`src/rtl/fetch_pkg.sv`:
```
// fetch_pkg: constants and types shared by the instruction fetch unit.
//   INST_W   : width of one instruction word.
//   PC_INC   : byte step between consecutive sequential fetches.
//   PC_MAX_W : widest PC an entry can carry. XLEN must not exceed it, and
//              narrower PCs sit zero-extended in the low bits.
//   fetch_entry_t : one fetch-buffer slot {pc, inst, filled}.
package fetch_pkg;

    localparam int INST_W   = 32;
    localparam int PC_INC   = 4;
    localparam int PC_MAX_W = 64;

    typedef struct packed {
        logic [PC_MAX_W-1:0] pc;
        logic [INST_W-1:0]   inst;
        logic                filled;
    } fetch_entry_t;

endpackage

```
`src/rtl/fetch_buf.sv`:
```
// fetch_buf: in-order fetch buffer with three pointers.
//   wr_ptr   - next slot allocated when a request is accepted.
//   fill_ptr - oldest slot still waiting for its instruction word.
//   rd_ptr   - head slot, which is presented to decode.
// Ports:
//   clk, rst_n       clock and asynchronous active-low reset
//   flush            drop every entry; the buffer is empty next cycle
//   alloc_en/pc      allocate one entry holding the given PC
//   fill_en/inst     write the instruction into the oldest unfilled entry
//   release_en       pop the head entry. It is ignored unless head_valid.
//   head_valid/inst/pc   head entry, valid once it has been filled
//   alloc_cnt        number of allocated entries
//   unfilled_cnt     number of allocated entries still awaiting data
module fetch_buf
    import fetch_pkg::*;
#(
    parameter int  XLEN   = 32,
    parameter int  QDEPTH = 4,
    localparam int PW     = $clog2(QDEPTH),
    localparam int CW     = $clog2(QDEPTH + 1)
) (
    input  logic              clk,
    input  logic              rst_n,
    input  logic              flush,
    input  logic              alloc_en,
    input  logic [XLEN-1:0]   alloc_pc,
    input  logic              fill_en,
    input  logic [INST_W-1:0] fill_inst,
    input  logic              release_en,
    output logic              head_valid,
    output logic [INST_W-1:0] head_inst,
    output logic [XLEN-1:0]   head_pc,
    output logic [CW-1:0]     alloc_cnt,
    output logic [CW-1:0]     unfilled_cnt
);

    fetch_entry_t        ent [QDEPTH];
    logic [PW-1:0]       wr_ptr, fill_ptr, rd_ptr;
    logic [CW-1:0]       cnt, ucnt;
    logic                do_alloc, do_fill, do_rel;
    logic [PC_MAX_W-1:0] alloc_pc_ext;

    always_comb begin
        alloc_pc_ext             = '0;
        alloc_pc_ext[XLEN-1:0]   = alloc_pc;
    end

    // The guards keep the pointers consistent even if a caller misbehaves.
    // Such misbehaviour is a full-buffer alloc, a fill with nothing
    // outstanding, or a release of an unfilled head.
    assign do_alloc   = alloc_en && (cnt != CW'(QDEPTH));
    assign do_fill    = fill_en && (ucnt != '0);
    assign head_valid = (cnt != '0) && ent[rd_ptr].filled;
    assign do_rel     = release_en && head_valid;

    assign head_inst    = ent[rd_ptr].inst;
    assign head_pc      = ent[rd_ptr].pc[XLEN-1:0];
    assign alloc_cnt    = cnt;
    assign unfilled_cnt = ucnt;

    // Responses and releases are both in order. For this reason the alloc,
    // fill and release slots in one cycle are always distinct.
    always_ff @(posedge clk or negedge rst_n) begin
        if (!rst_n) begin
            for (int i = 0; i < QDEPTH; i++) ent[i] <= '0;
            wr_ptr   <= '0;
            fill_ptr <= '0;
            rd_ptr   <= '0;
            cnt      <= '0;
            ucnt     <= '0;
        end else if (flush) begin
            for (int i = 0; i < QDEPTH; i++) ent[i].filled <= 1'b0;
            wr_ptr   <= '0;
            fill_ptr <= '0;
            rd_ptr   <= '0;
            cnt      <= '0;
            ucnt     <= '0;
        end else begin
            if (do_rel) begin
                ent[rd_ptr].filled <= 1'b0;
                rd_ptr             <= rd_ptr + 1'b1;
            end
            if (do_alloc) begin
                ent[wr_ptr].pc     <= alloc_pc_ext;
                ent[wr_ptr].inst   <= '0;
                ent[wr_ptr].filled <= 1'b0;
                wr_ptr             <= wr_ptr + 1'b1;
            end
            if (do_fill) begin
                ent[fill_ptr].inst   <= fill_inst;
                ent[fill_ptr].filled <= 1'b1;
                fill_ptr             <= fill_ptr + 1'b1;
            end
            cnt  <= cnt + CW'(do_alloc) - CW'(do_rel);
            ucnt <= ucnt + CW'(do_alloc) - CW'(do_fill);
        end
    end

endmodule

```
`src/rtl/fetch_unit.sv`:
```
// fetch_unit: sequential instruction fetch with redirect support.
// The unit issues word-aligned requests to instruction memory and buffers
// the returned words in program order. It hands them to decode one per
// handshake. A redirect flushes the buffer and restarts fetch at the
// target. Responses still owed for the flushed requests are counted in
// drop_q and discarded on arrival.
// Ports:
//   clk, rst_n                      clock, asynchronous active-low reset
//   imem_req_valid/ready/addr       fetch request channel
//   imem_rsp_valid/data             in-order response, no backpressure
//   redirect_valid/pc               taken branch/jump: flush and refetch
//   inst_valid/ready                decode handshake for the head entry
//   inst_data, inst_pc, inst_pc4    head instruction, its PC and PC+4
module fetch_unit
    import fetch_pkg::*;
#(
    parameter int               XLEN     = 32,
    parameter int               QDEPTH   = 4,
    parameter logic [XLEN-1:0]  RESET_PC = '0
) (
    input  logic              clk,
    input  logic              rst_n,
    output logic              imem_req_valid,
    input  logic              imem_req_ready,
    output logic [XLEN-1:0]   imem_req_addr,
    input  logic              imem_rsp_valid,
    input  logic [INST_W-1:0] imem_rsp_data,
    input  logic              redirect_valid,
    input  logic [XLEN-1:0]   redirect_pc,
    output logic              inst_valid,
    input  logic              inst_ready,
    output logic [INST_W-1:0] inst_data,
    output logic [XLEN-1:0]   inst_pc,
    output logic [XLEN-1:0]   inst_pc4
);

    localparam int CW = $clog2(QDEPTH + 1);

    logic [XLEN-1:0] pc_q;
    logic [CW-1:0]   drop_q;
    logic            run_q;
    logic [CW-1:0]   alloc_cnt, unfilled_cnt;
    logic            req_fire, fill_en, rsp_drop, release_en;
    logic [CW:0]     occupancy, drop_pend, drop_red;
    logic [CW-1:0]   drop_nxt;

    // Slots owed to stale responses count against capacity. In-flight
    // tracking therefore never exceeds QDEPTH, so drop_q cannot overflow.
    assign occupancy      = {1'b0, alloc_cnt} + {1'b0, drop_q};
    assign imem_req_valid = run_q && !redirect_valid && (occupancy < (CW+1)'(QDEPTH));
    assign imem_req_addr  = pc_q;
    assign req_fire       = imem_req_valid && imem_req_ready;

    assign rsp_drop   = imem_rsp_valid && (drop_q != '0);
    assign fill_en    = imem_rsp_valid && (drop_q == '0) && !redirect_valid;
    assign release_en = inst_valid && inst_ready;

    // On redirect, every unfilled entry becomes a response to throw away. A
    // response in the redirect cycle is discarded here, so it retires one
    // owed response. That response is either an already stale one or the
    // oldest unfilled entry, so the count is the same in both cases.
    always_comb begin
        drop_pend = {1'b0, drop_q} + {1'b0, unfilled_cnt};
        drop_red  = '0;
        if (drop_pend != '0) drop_red = drop_pend - (CW+1)'(imem_rsp_valid);
        drop_nxt  = drop_red[CW-1:0];
        if (drop_red > (CW+1)'(QDEPTH)) drop_nxt = CW'(QDEPTH);
    end

    // run_q keeps requests off while reset is asserted. It also keeps them
    // off until the first clock edge after reset is released.
    always_ff @(posedge clk or negedge rst_n) begin
        if (!rst_n) begin
            pc_q   <= {RESET_PC[XLEN-1:2], 2'b00};
            drop_q <= '0;
            run_q  <= 1'b0;
        end else begin
            run_q <= 1'b1;
            if (redirect_valid) begin
                pc_q   <= {redirect_pc[XLEN-1:2], 2'b00};
                drop_q <= drop_nxt;
            end else begin
                if (req_fire) pc_q <= pc_q + XLEN'(PC_INC);
                if (rsp_drop) drop_q <= drop_q - 1'b1;
            end
        end
    end

    fetch_buf #(
        .XLEN   (XLEN),
        .QDEPTH (QDEPTH)
    ) u_buf (
        .clk          (clk),
        .rst_n        (rst_n),
        .flush        (redirect_valid),
        .alloc_en     (req_fire),
        .alloc_pc     (pc_q),
        .fill_en      (fill_en),
        .fill_inst    (imem_rsp_data),
        .release_en   (release_en),
        .head_valid   (inst_valid),
        .head_inst    (inst_data),
        .head_pc      (inst_pc),
        .alloc_cnt    (alloc_cnt),
        .unfilled_cnt (unfilled_cnt)
    );

    assign inst_pc4 = inst_pc + XLEN'(PC_INC);

endmodule

```
`config.mk`:
```
export PLATFORM = sky130hd
export DESIGN_NAME = fetch_unit
export DESIGN_NICKNAME = d
export VERILOG_FILES = /design/src/rtl/fetch_pkg.sv /design/src/rtl/fetch_buf.sv /design/src/rtl/fetch_unit.sv
export SDC_FILE = /design/constraint.sdc
export NUM_CORES = 1
export LEC_CHECK = 0
export BUFFER_PORTS_ARGS = -buffer_cell sky130_fd_sc_hd__buf_2
export CAP_MARGIN = 20
export CORE_MARGIN = 2
export CORE_UTILIZATION = 58
export DETAILED_ROUTE_END_ITERATION = 10
export PLACE_DENSITY = 0.82
export SLEW_MARGIN = 40
export SYNTH_ARGS = -nofsm -noshare
export SYNTH_HDL_FRONTEND = slang
export SYNTH_SLANG_ARGS = --single-unit
export TNS_END_PERCENT = 10
```
`constraint.sdc`:
```
create_clock -name clk -period 3.2 [get_ports clk]
set_input_delay 0.48 -clock clk [delete_from_list [all_inputs] [get_ports clk]]
set_output_delay 0.48 -clock clk [all_outputs]
set_load 0.02 [all_outputs]
```
Word-level counts from Yosys, hierarchy flattened --
Index checks and enable logic that the tools add are counted.
Word-level totals: flip-flop bits (word level) 436, input bits 70, word-level logic and storage cells 114
Operators by class: $add $sub $neg 13, magnitude comparators 8, equality and inequality tests 1, mux-type cells 44, bitwise logic cells 3, reductions and logical operators 25
Operators with widths (number):
- 388-bit bitwise mux | 6
- 388-bit two-way mux | 5
- 97-bit demux with 2-bit select | 6
- 97-bit binary-select mux with 2-bit select | 1
- 65-bit two-way mux | 2
- 97-bit two-way mux | 1
- 33-bit two-way mux | 2
- 32-bit by 3-bit adder with 32-bit output (second input constant) | 2
- 32-bit two-way mux | 2
- 3-bit two-way mux | 5
- 1-bit logical AND | 14
- 2-bit two-way mux | 6
- 2-bit nonzero test | 5
- 3-bit greater-or-equal comparator (second input constant) | 3
- 3-bit by 1-bit less-than comparator with 1-bit output (second input constant) | 3
- 2-bit NOT with 3-bit output | 3
- 3-bit nonzero test | 3
- 3-bit by 3-bit adder with 4-bit output | 2
- 1-bit two-way mux | 7
- 2-bit by 1-bit adder with 2-bit output (second input constant) | 3
- 3-bit by 1-bit adder with 3-bit output | 2
- 3-bit by 1-bit subtractor with 3-bit output | 2
- 4-bit by 3-bit > comparator with 1-bit output (second input constant) | 1
- 4-bit by 3-bit less-than comparator with 1-bit output (second input constant) | 1
- other kinds (7) | 7

Logic depth before layout (Yosys ltp) --
depth in word-level cells 18, depth in mapped cells 12, gate-level depth less buffers 12

Hierarchy --
From an unflattened synthesis, not the netlist that was laid out.
Unflattened totals: cell total of the unflattened synthesis 1127, area total of the unflattened synthesis 15064.4 um^2
Modules (own cells, without submodules):
- fetch_buf | instances 1, cells an instance 786, area each 12251.8 um^2
- fetch_unit | instances 1, cells an instance 341, area each 2812.7 um^2

Worst setup path after synthesis --
No wires, ideal clock.
kind reg2out, start point reg u_buf.rd_ptr[0], end point out inst_pc4[18], arrival 2.396 ns, required time 2.720 ns, slack 0.324 ns, cell stages (with the launch flop) 8, path buffers 2, cells stage by stage dfrtp_1 > buf_6 > buf_12 > mux4_1 > nand4_4 > nor4_4 > nand4_1 > xnor2_1
Between the ends: word-level cells in the longest chain between the ends 5
Ends and longest elaborated chain:
- start: declaration | RTL line fetch_buf.sv:38 | logic [PW-1:0] wr_ptr, fill_ptr, rd_ptr;
- start signal: assignment | RTL line fetch_buf.sv:81 | rd_ptr <= rd_ptr + 1'b1;
- 2-bit NOT with 3-bit output (not written as such) | RTL line fetch_buf.sv:57 | assign head_pc = ent[rd_ptr].pc[XLEN-1:0];
- 97-bit binary-select mux with 2-bit select | RTL line fetch_buf.sv:57
- 65-bit two-way mux (not written as such) | RTL line fetch_buf.sv:57
- 65-bit two-way mux
- named net inst_pc[10] | RTL line fetch_unit.sv:33 | output logic [XLEN-1:0] inst_pc,
- 32-bit by 3-bit adder with 32-bit output | RTL line fetch_unit.sv:108 | assign inst_pc4 = inst_pc + XLEN'(PC_INC);
- end: declaration | RTL line fetch_unit.sv:34 | output logic [XLEN-1:0] inst_pc4
The timed path passes the listed nets, and every way through them passes these cells. The select of a mux whose other input is x is not followed.

Worst setup path in the final report --
start point reg u_buf.rd_ptr[0], end point out inst_pc4[29]
Between the ends: word-level cells in the longest chain between the ends 5
Ends and longest elaborated chain (RTL line):
- 2-bit NOT with 3-bit output (not written as such) | fetch_buf.sv:57
- 97-bit binary-select mux with 2-bit select | fetch_buf.sv:57
- 65-bit two-way mux (not written as such) | fetch_buf.sv:57
- 65-bit two-way mux
- 32-bit by 3-bit adder with 32-bit output | fetch_unit.sv:108
Every way passes these cells. The select of a mux whose other input is x is not followed.

==> metrics.txt <==
CORE AREA ~24000 sq um; Vias/cell 6.357; hold-critical path depth 3; normalized max-slew margin between 50% and 60%; Clock transition at path regs roughly 70 ps; violated checks setup timing; Initial Util 59.38%; DIE AREA roughly 26000 sq um; multi-input logic area 6710 sq um; Syn Area/Cell ~12 sq um; Fmax 0.2948 GHz; root buffer cell clkbuf_16; synthesized area approximately 15000 sq um; worst slew pin tran between 600 and 700 ps; TritonCTS clock tree built; residual DRC count 0; GPL Wtd Cong 0.8417; Sequential Area about 7500 sq um; layout cell share with drive strength beyond 1 between 30% and 40%; hold_ws roughly 130 ps; most frequent cells in the layout dfrtp_1 (296), o21ai_0 (170), buf_2 (170); # port buffers 191; clk_lat worst skew 550 ps; #FFs+latches synth 298; number of synthesized flops with an enable pin 0; first-pass GRT wire length between 60000 and 70000 um; Net count, final ~1500; drt pass-1 iters 5; Fillers approximately 1600; critical path arrival around 2900 ps; vias in the first global route ~11000; Final Power between 10 and 15 mW; RSZ-0062 raised after global routing true; GR Overflow Total 0; wire per inst between 20 and 25 um; final-report setup violation count 19; iteration-0 DRC count of the detailed router between 900 and 1000; Setup TNS -2381 ps; Die Y about 160 um; Pleak slightly above 8 nW; register area share after synthesis around 51%; Rows 57; Cells after Synth approximately 1300; Area Overhead vs Synth 20.11%; hold crit path type in -> reg; Async SR Flop Fraction 100.0%; fin cells between 1500 and 2000; worst-case clock buffer depth 3; setup ws final -191.7 ps; Max Clock Skew roughly 12 ps; initial antenna violation count 1; P per Cell Area approximately 690 nW/um^2; maxcap violations 0; kind of critical path reg -> out; Clock Sinks 298; Die Width roughly 160 um; worst reg2reg path depth 12; number of CTS-inserted buffers 30; Unique masters post-synth 54; maximum vdd drop 0.0004250 V; top-level port count 200; GRT Resource Usage Total 29.21%; yosys synthesis warning count 0; Crit path required time approximately 2700 ps; final WL just under 40000 um; crit end category primary output; routed vias ~11000; Hold Vio Cnt, Final 0; Inst Count DP between 1500 and 2000; Final period util 106.0%; post-route ant nets 0; Worst Setup Start Kind flip-flop; Main synth FF type dfrtp_1; max-slew violations 0; Finished Cell Area 17450 sq um; status finished, violations left; Placed Area 15870 sq um; CP max FO 7; H-tree depth 1; post-DP HPWL about 23000 um; largest net degree at the start of global routing 99; fin crit period 3392 ps; commonest non-fill, non-tap cell in the layout dfrtp_1
power breakdown:
part           switching (mW)  internal [mW]  leakage, nW  total [mW]
registers               0.401           4.29         4.03        4.69
clock network            1.50           2.40        0.561        3.90
logic                    1.96           1.45         3.54        3.41
total                    3.86           8.14         8.13        12.0
worst max-delay path, cell delays in order, from the launching register on:
cell	delay (ps)
dfrtp_4	550
buf_4	190
buf_4	140
mux4_2	400
and4_4	300
and3_4	280
nand4_1	140
xnor2_1	180
buf_4	170
cells in the mapped netlist, types with 2 or more instances:
master    number  area (sq um)
nor4_4         2         42.54
a32oi_1        2         17.52
nor3_1         6         30.03
nand2_1      114         427.9
and3_1        10         62.56
conb_1         2         7.510
nor2b_1        2         12.51
nor2_1        24         90.09
and2_1         5         31.28
a21oi_1        9         45.04
inv_1         23         86.33
nand3_1      163         815.8
a31oi_1        7         43.79
o211ai_1      10         75.07
xor2_1        13         113.9
o21ai_0      170         850.8
clkbuf_1      66         247.7
mux4_2        56          1261
buf_1         15         56.30
nor3b_1        2         15.01
or3_1          2         12.51
buf_2         13         65.06
ha_1          27         337.8
or2_2          2         12.51
or3b_2         2         17.52
o311ai_0      10         87.58
nand4_1       18         112.6
mux4_1         7         183.9
mux2i_1        3         30.03
dfrtp_1      298          7457
nor4_1         2         12.51
a21o_1         3         22.52
xnor2_1       28         245.2
a211oi_1       3         22.52
fa_1           3         60.06
and4_1         4         35.03
buf_4          8         60.06
o31ai_1        3         22.52
mux2_2       105          1182
a221o_1        4         40.04
stage by stage:
step                utilization (%)  setup slack (ps)
floorplan                         -             323.5
global placement              64.87             256.2
detailed placement            64.89             218.5
CTS                           70.44            -196.2
global route                  71.31            -263.7
finish                        71.32            -191.7
what timing repair did:
item | 4_1_cts | 5_1_grt
cloned | 1 | 1
setup buffers | 15 | 8
hold buffers | 0 | 1
endpoints found under the hold margin | 0 | 28
pin swaps | 4 | 4
endpoints found under the setup margin | 23 | 21
gates resized for setup | 22 | 29
cell type report:
cell class | instances | share of cell area, %
diodes | 1 | 0.01434
clock buffers | 38 | 4.999
clock inverters | 18 | 1.413
inverters | 23 | 0.4948
multi-input cells | 841 | 38.46
flip-flops and latches | 298 | 42.79
well taps | 324 | 2.324
repair buffers | 248 | 9.509
cells by family after synthesis:
logic type               synth area share, %
XOR/XNOR                               2.472
buffers and inverters                  3.764
flip-flops                             51.34
other                                0.05170
AND/OR/NAND/NOR                        12.63
adder cells (fa/ha/maj)                2.739
AO/OA/AOI/OAI                          8.709
multiplexers                           18.30
worst paths after layout:
path / slack [ps] / end / start
setup / recovery: -190 / inst_pc4[29] / u_buf.rd_ptr[0]$_DFFE_PN0P_
min in group asynchronous: 370 / u_buf.ent[144]$_DFFE_PN0P_ / rst_n
max in group asynchronous: 1860 / u_buf.ent[11]$_DFFE_PN0N_ / rst_n
hold / removal: 130 / imem_req_addr[3]$_DFFE_PN0N_ / redirect_pc[3]
setup reg to reg: 120 / u_buf.alloc_cnt[2]$_DFF_PN0_ / u_buf.rd_ptr[0]$_DFFE_PN0P_
hold reg to reg: 490 / u_buf.ent[142]$_DFFE_PN0P_ / u_buf.ent[142]$_DFFE_PN0P_
metal layers:
metal / up-vias / global-route usage [%] / part of all wire [%]
met5: - / 0 / 0.034
met4: 2 / 10.54 / 3.1
met3: 96 / 4.750 / 7.0
met2: 487 / 48.28 / 50
met1: 5840 / 39.65 / 40
li1: 4960 / - / -
state kept, by name, summed over array words and instances, names as in the netlist:
name,count
u_buf.ent,252
imem_req_addr,30
drop_q,3
u_buf.alloc_cnt,3
u_buf.unfilled_cnt,3
u_buf.fill_ptr,2
u_buf.rd_ptr,2
u_buf.wr_ptr,2
run_q,1
No activity file was read; power rests on OpenSTA's default activity.
